### src/rtl/config_loader.sv
// config_loader: configuration-bus initiator for the tile array.
// Assembles 8-byte records (4 address bytes, then 4 data bytes, MSB first)
// from a valid/ready byte stream. Each record is driven onto the shared
// config bus for HOLD_CYCLES cycles. A record whose address equals
// IDLE_ADDR terminates the load.
//
// Ports:
//   clk          - rising-edge clock
//   reset        - asynchronous active-low reset
//   start        - one-cycle pulse, begins a load (honoured in IDLE/DONE)
//   in_valid     - stream byte present
//   in_data[7:0] - stream byte
//   in_ready     - byte accepted this cycle (decoded from state)
//   config_addr  - bus address, IDLE_ADDR when no write is active
//   config_data  - bus payload, 0 when no write is active
//   config_valid - write held on the bus
//   busy         - loading or writing
//   done         - terminator seen; sticky until start/reset
//   write_count  - writes issued in the current load (saturating)
module config_loader #(
  parameter int unsigned HOLD_CYCLES = 2,
  parameter logic [31:0] IDLE_ADDR   = 32'hFFFF_FFFF
) (
  input  logic        clk,
  input  logic        reset,
  input  logic        start,
  input  logic        in_valid,
  input  logic [7:0]  in_data,
  output logic        in_ready,
  output logic [31:0] config_addr,
  output logic [31:0] config_data,
  output logic        config_valid,
  output logic        busy,
  output logic        done,
  output logic [15:0] write_count
);

  localparam int unsigned HOLD_W = 4;
  localparam int unsigned CNT_W  = 3;
  localparam int unsigned REC_W  = 56;
  localparam int unsigned WC_W   = 16;

  localparam logic [1:0] S_IDLE  = 2'd0;
  localparam logic [1:0] S_LOAD  = 2'd1;
  localparam logic [1:0] S_WRITE = 2'd2;
  localparam logic [1:0] S_DONE  = 2'd3;

  localparam logic [HOLD_W-1:0] HOLD_LAST = HOLD_W'(HOLD_CYCLES - 1);
  localparam logic [CNT_W-1:0]  LAST_BYTE = CNT_W'(7);
  localparam logic [WC_W-1:0]   WC_MAX    = {WC_W{1'b1}};

  logic [1:0]        state_q, state_d;
  logic [CNT_W-1:0]  byte_cnt_q, byte_cnt_d;
  logic [HOLD_W-1:0] hold_q, hold_d;
  logic [REC_W-1:0]  rec_q, rec_d;
  logic [31:0]       addr_d, data_d;
  logic [WC_W-1:0]   wc_d;
  logic              valid_d, busy_d, done_d;
  logic [63:0]       rec_full;

  // Complete record as it would stand once the current byte is shifted in.
  assign rec_full = {rec_q, in_data};

  assign in_ready = (state_q == S_LOAD);

  // Next-state and next-output decode.
  always_comb begin
    state_d    = state_q;
    byte_cnt_d = byte_cnt_q;
    hold_d     = hold_q;
    rec_d      = rec_q;
    addr_d     = config_addr;
    data_d     = config_data;
    wc_d       = write_count;

    case (state_q)
      S_IDLE, S_DONE: begin
        if (start) begin
          state_d    = S_LOAD;
          byte_cnt_d = '0;
          wc_d       = '0;
        end
      end
      S_LOAD: begin
        if (in_valid) begin
          rec_d      = rec_full[REC_W-1:0];
          byte_cnt_d = byte_cnt_q + CNT_W'(1);
          if (byte_cnt_q == LAST_BYTE) begin
            // Terminator issues no write; its data bytes are discarded.
            if (rec_full[63:32] == IDLE_ADDR) begin
              state_d = S_DONE;
            end else begin
              state_d = S_WRITE;
              addr_d  = rec_full[63:32];
              data_d  = rec_full[31:0];
              hold_d  = '0;
            end
          end
        end
      end
      S_WRITE: begin
        if (hold_q == HOLD_LAST) begin
          state_d    = S_LOAD;
          hold_d     = '0;
          byte_cnt_d = '0;
          addr_d     = IDLE_ADDR;
          data_d     = '0;
          wc_d       = (write_count == WC_MAX) ? write_count : write_count + WC_W'(1);
        end else begin
          hold_d = hold_q + HOLD_W'(1);
        end
      end
      default: begin
        state_d = S_IDLE;
        addr_d  = IDLE_ADDR;
        data_d  = '0;
      end
    endcase

    // Status outputs are registered copies of the next state.
    valid_d = (state_d == S_WRITE);
    busy_d  = (state_d == S_LOAD) || (state_d == S_WRITE);
    done_d  = (state_d == S_DONE);
  end

  // State register.
  always_ff @(posedge clk or negedge reset) begin
    if (!reset) begin
      state_q <= S_IDLE;
    end else begin
      state_q <= state_d;
    end
  end

  // Datapath and registered outputs.
  always_ff @(posedge clk or negedge reset) begin
    if (!reset) begin
      byte_cnt_q   <= '0;
      hold_q       <= '0;
      rec_q        <= '0;
      config_addr  <= IDLE_ADDR;
      config_data  <= '0;
      config_valid <= 1'b0;
      busy         <= 1'b0;
      done         <= 1'b0;
      write_count  <= '0;
    end else begin
      byte_cnt_q   <= byte_cnt_d;
      hold_q       <= hold_d;
      rec_q        <= rec_d;
      config_addr  <= addr_d;
      config_data  <= data_d;
      config_valid <= valid_d;
      busy         <= busy_d;
      done         <= done_d;
      write_count  <= wc_d;
    end
  end

endmodule

### config.mk
export PLATFORM = sky130hd
export DESIGN_NAME = config_loader
export DESIGN_NICKNAME = d
export VERILOG_FILES = /design/src/rtl/config_loader.sv
export SDC_FILE = /design/constraint.sdc
export NUM_CORES = 1
export LEC_CHECK = 0
export ABC_CLOCK_PERIOD_IN_PS = 2300
export CORE_UTILIZATION = 48
export CTS_CLUSTER_DIAMETER = 40
export DETAILED_ROUTE_END_ITERATION = 10
export PLACE_DENSITY = 0.75
export SYNTH_ARGS = -nofsm -noshare
export SYNTH_HDL_FRONTEND = slang
export SYNTH_SLANG_ARGS = --single-unit
### constraint.sdc
create_clock -name clk -period 2.3 [get_ports clk]
set_clock_uncertainty 0.1 [all_clocks]
set_input_delay 0.575 -clock clk [delete_from_list [all_inputs] [get_ports clk]]
set_output_delay 0.575 -clock clk [all_outputs]
set_load 0.02 [all_outputs]
; ---- Word level (Yosys, flattened, before mapping)
; Cells that the tools add are included.
[totals]
reg_bits = 148
inputBits = 12
out_inout_bits = 84
wordCells = 68
[op_classes]
n_addsub = 3
eq_ne = 16
mux = 29
n_reduce_logical = 10
[ops]
columns = cell, n
row1 = 32-bit two-way mux, 8
row2 = 32-bit case mux with 2 select lines, 2
row3 = 16-bit two-way mux, 3
row4 = 32-bit equality test (second input constant), 1
row5 = 16-bit case mux with 2 select lines, 1
row6 = 16-bit by 1-bit adder with 16-bit output (second input constant), 1
row7 = 16-bit equality test (second input constant), 1
row8 = 4-bit two-way mux, 4
row9 = 2-bit inequality test (second input constant), 5
row10 = 3-bit two-way mux, 3
row11 = 3-bit case mux with 3 select lines, 1
row12 = 2-bit equality test (second input constant), 4
row13 = 2-bit two-way mux, 4
row14 = 4-bit case mux with 2 select lines, 1
row15 = 4-bit AND reduction, 2
row16 = 2-bit case mux with 3 select lines, 1
row17 = 5-bit AND reduction, 1
row18 = 4-bit by 1-bit adder with 4-bit output (second input constant), 1
row19 = 2-bit by 1-bit equality test with 1-bit output (second input constant), 2
row20 = 4-bit by 1-bit equality test with 1-bit output (second input constant), 1
row21 = 2-bit nonzero test, 2
row22 = 3-bit by 1-bit adder with 3-bit output (second input constant), 1
row23 = 3-bit equality test (second input constant), 1
row24 = 3-bit AND reduction, 1
row25 = 6 further kinds, 6

; ---- Depth between registers and ports, before layout
[logic_depth]
ltp_word = 7
depth_mapped = 10
ltp_nobuf = 9

; ---- Least setup slack after synthesis
; OpenSTA, ideal clock, no wires.
[synth_timing]
kind = register -> register
from = register write_count[0]
to = register write_count[7]
setup_time_ps = 73
t_arrival_ps = 2058
t_required_ps = 2127
setup_slack_ps = 69
stages_incl_launch_ff = 9
path_buffers = 2
period_less_slack_ps = 2231
path_cell_list = dfrtp_1 -> ha_1 -> nand3_1 -> or4_4 -> o21ai_2 -> buf_6 -> buf_12 -> o21ai_1 -> a21oi_2
[synth_via]
elab_chain_cells = 4
word_cells_on_any_way = 7
classes_between = 1 x add/sub / 2 x eq/ne / 3 x mux / 1 x reduce/logical
[synth_rtl]
columns = element, line
row1 = "start, declared", 35  ; output logic [15:0] write_count
row2 = "start signal, assigned", 156  ; write_count <= wc_d;
row3 = 16-bit by 1-bit adder with 16-bit output, 108  ; wc_d = (write_count == WC_MAX) ? write_count : write_count + WC_W'(1);
row4 = 16-bit two-way mux, 108
row5 = 16-bit two-way mux, 102  ; if (hold_q == HOLD_LAST) begin
row6 = 16-bit case mux with 2 select lines, 76  ; case (state_q)
; Several ways; a longest one is shown, not always the timed one. The select of a mux whose other input is x is not followed.
; A chain may end at the register's enable or synchronous reset.

; ---- Worst setup path after layout
[layout_timing]
from = register hold_q[1]
to = register write_count[9]
[layout_via]
elab_chain_cells = 3
[layout_rtl]
columns = element, line
row1 = "start, declared", 54  ; logic [HOLD_W-1:0] hold_q, hold_d;
row2 = "start signal, assigned", 149  ; hold_q <= hold_d;
row3 = 4-bit by 1-bit equality test with 1-bit output, 102
row4 = 2-bit inequality test (no source line), n/a
row5 = 4-bit AND reduction (no source line), n/a
; Every way passes these cells.

==> out/metrics.cfg <==
[place]
place_inst = 726
gp_congestion = 0.816
dpl.hpwl_um = 9120
place.port_buffers = 95

[yosys]
syn_nets = 472
syn_inst = 451
synth_largest_area_cell = dfrtp_1
seq_area_frac_synth = 0.614
synth.most_common_cell = dfrtp_1
synth_commonest_cells = dfrtp_1 (116), mux2_2 (56), a22o_1 (36)
yosys_warnings = 0
synth_seq_cells = 148
synth_area_leaders = dfrtp_1 (48%), dfstp_2 (14%), mux2_2 (10%), a22o_1 (5.2%), o22a_1 (4.6%)
yosysTopAreaCellShare = 0.476
synth_flop_cell = dfrtp_1
syn_area_per_cell_um2 = 13.5
async_flop_share = 1.00
ys_types = 53
syn-cell-area_um2 = 6090
synth_edf_count = 0

[sta]
layout_setup_ws_ps = -12.8
worst_hold_slack_ps = 17.4
setup-violations-final = 1
timing.final.crit_share = 1.01
worst_pin_slew_ps = 529
rsz0062_at_grt = yes
finalCriticalPeriod_ps = 2310
final_max_slew_viol_count = 0
slew_headroom = 0.648
hold_violations = 0
fmax_mhz = 432

[floorplanning]
rows = 40
die_w_um = 115
core_area_um2 = 12200
dieArea_um2 = 13100
io_pins = 96
fp.dieH_um = 115
start_util = 0.499

[cells_and_area]
antenna_cells = 0
layout-drive-gt1-share = 0.317
fin_nets = 611
fill_cells = 938
finish.utilization = 0.673
stdcell_count = 771
area_growth_pct = 34.9

[drt]
viasPerCell = 5.58
highest_layer = met4
drtIter0Drc = 248
wl_met3_um = 814
antenna_left = 0
met1_length_um = 5950
firstDrtPassIters = 4
vias = 4302
drc = 0
wire_per_inst_um = 17.8
wl_met2_um = 6770
drt_wl_total_um = 13700

[power]
ir_drop_mv = 0.767
leakage_nw = 3.51
powerDensity_nw_per_um2 = 1500

[critical_path]
reg2reg_slack_ps = -10
worstSetupStartpointType = register
crit_type = register to register
cp.arrival_ps = 2550
worstPathMaxFanout = 6
required_ps = 2540
end_kind = register

[status]
violations = negative setup slack
status = finished with violations

[clock_tree]
cts_tree = built
cts.sinks = 148
cts_root_buffer = clkbuf_16
clk_pin_slew_ps = 60
ctsHoldBuffers = 0
h-tree-depth = 4
clockBufferDepth = 2
cts_buffers = 17
worstSkewPairLatency_ps = 420

[global_routing]
grt_max_degree = 60
overflow = 0
grt_pass1_wl_um = 22700
grt_pass1_vias = 4530
gr-usage-all-layers = 0.226
antenna_found_initial = 0

[job]
drv_cap = 0

[min_path]
holdCritPathClass = input pin to async pin

area by class of cell:
cell class | instances | area [µm²] | area share
Inverter | 7 | 26.3 | 0.00320
Multi-Input combinational cell | 273 | 2270 | 0.277
Clock buffer | 27 | 493 | 0.0600
Clock inverter | 5 | 77.6 | 0.00944
Tap cell | 168 | 210 | 0.0256
Timing Repair Buffer | 143 | 1400 | 0.170
Sequential cell | 148 | 3740 | 0.455
power by group:
group	internal (W)	total, W	switching, W
Clock	0.00168	0.00266	0.000981
Combinational	0.00260	0.00486	0.00226
Sequential	0.00394	0.00480	0.000863
cell usage in the layout, fill, tap and decap left out, types with 9 or more instances in the layout:
| master | instances |
|---|---|
| a22o_1 | 36 |
| buf_4 | 40 |
| clkbuf_16 | 17 |
| clkdlybuf4s50_1 | 92 |
| dfrtp_1 | 116 |
| dfstp_2 | 32 |
| mux2_2 | 56 |
| nand2_1 | 19 |
| nand3_1 | 9 |
| nand4_1 | 11 |
| nor2_1 | 10 |
| o21ai_0 | 9 |
| o22a_1 | 32 |
kinds of logic after synthesis:
logic type,count (synthesis),synth area share
DFF,148,0.614
and+or+nand+nor,84,0.0756
muxes,59,0.108
buffers and inverters,31,0.0271
xor gates and xnor gates,1,0.00144
adders and majority gates,9,0.0185
AOI/OAI and AO/OA,119,0.155
worst paths after layout:
path                                 start               to  cells past startpoint
max in group asynchronous            reset   config_data[1]                      2
setup / recovery                 hold_q[1]   write_count[9]                      7
hold / removal                       reset        rec_q[54]                      1
setup reg to reg                 hold_q[1]   write_count[9]                      7
min in group clk           config_data[17]  config_data[17]                      1
hold reg to reg            config_data[17]  config_data[17]                      1
critical path, cell delays in order (launching register included):
cell      delay, ps
dfrtp_1         390
inv_2            90
ha_4            120
or3b_4          400
a211oi_4        350
o21ai_4         140
or4_4           500
a21oi_2         140
sequential cells by signal, summed over array words and instances, names as in the netlist:
signal	cells
rec_q	56
config_valid	1
done	1
hold_q	4
state_q	2
config_addr	32
write_count	16
byte_cnt_q	3
config_data	32
busy	1
metal layers:
| layer | up-vias | global-route usage |
|---|---|---|
| li1 | 1987 | - |
| met1 | 2199 | 0.285 |
| met2 | 97 | 0.364 |
| met3 | 19 | 0.0768 |
| met4 | 0 | 0.0848 |
| met5 | - | 0 |
timing repair:
| action | CTS | global route |
|---|---|---|
| buffers inserted | 3 | 9 |
| hold endpoints to repair | 0 | 0 |
| pin swaps | 1 | 9 |
| gates cloned | 0 | 1 |
| resized for setup | 6 | 13 |
| endpoints found under the setup margin | 6 | 8 |
metrics by stage:
stage | area [µm²] | power (W) | worst slack [ps] | setup TNS [ps]
finish | 8220 | 0.0123 | -12.8 | -12.8
global route | 8220 | 0.0129 | -61.4 | -190
CTS | 8080 | 0.0123 | 11.0 | 0
detailed placement | 7470 | 0.00955 | -173 | -581
global placement | 7470 | 0.00937 | -103 | -271
floorplan | 6090 | 0.00748 | 68.8 | 0
Power figures use the tool's default switching activity.
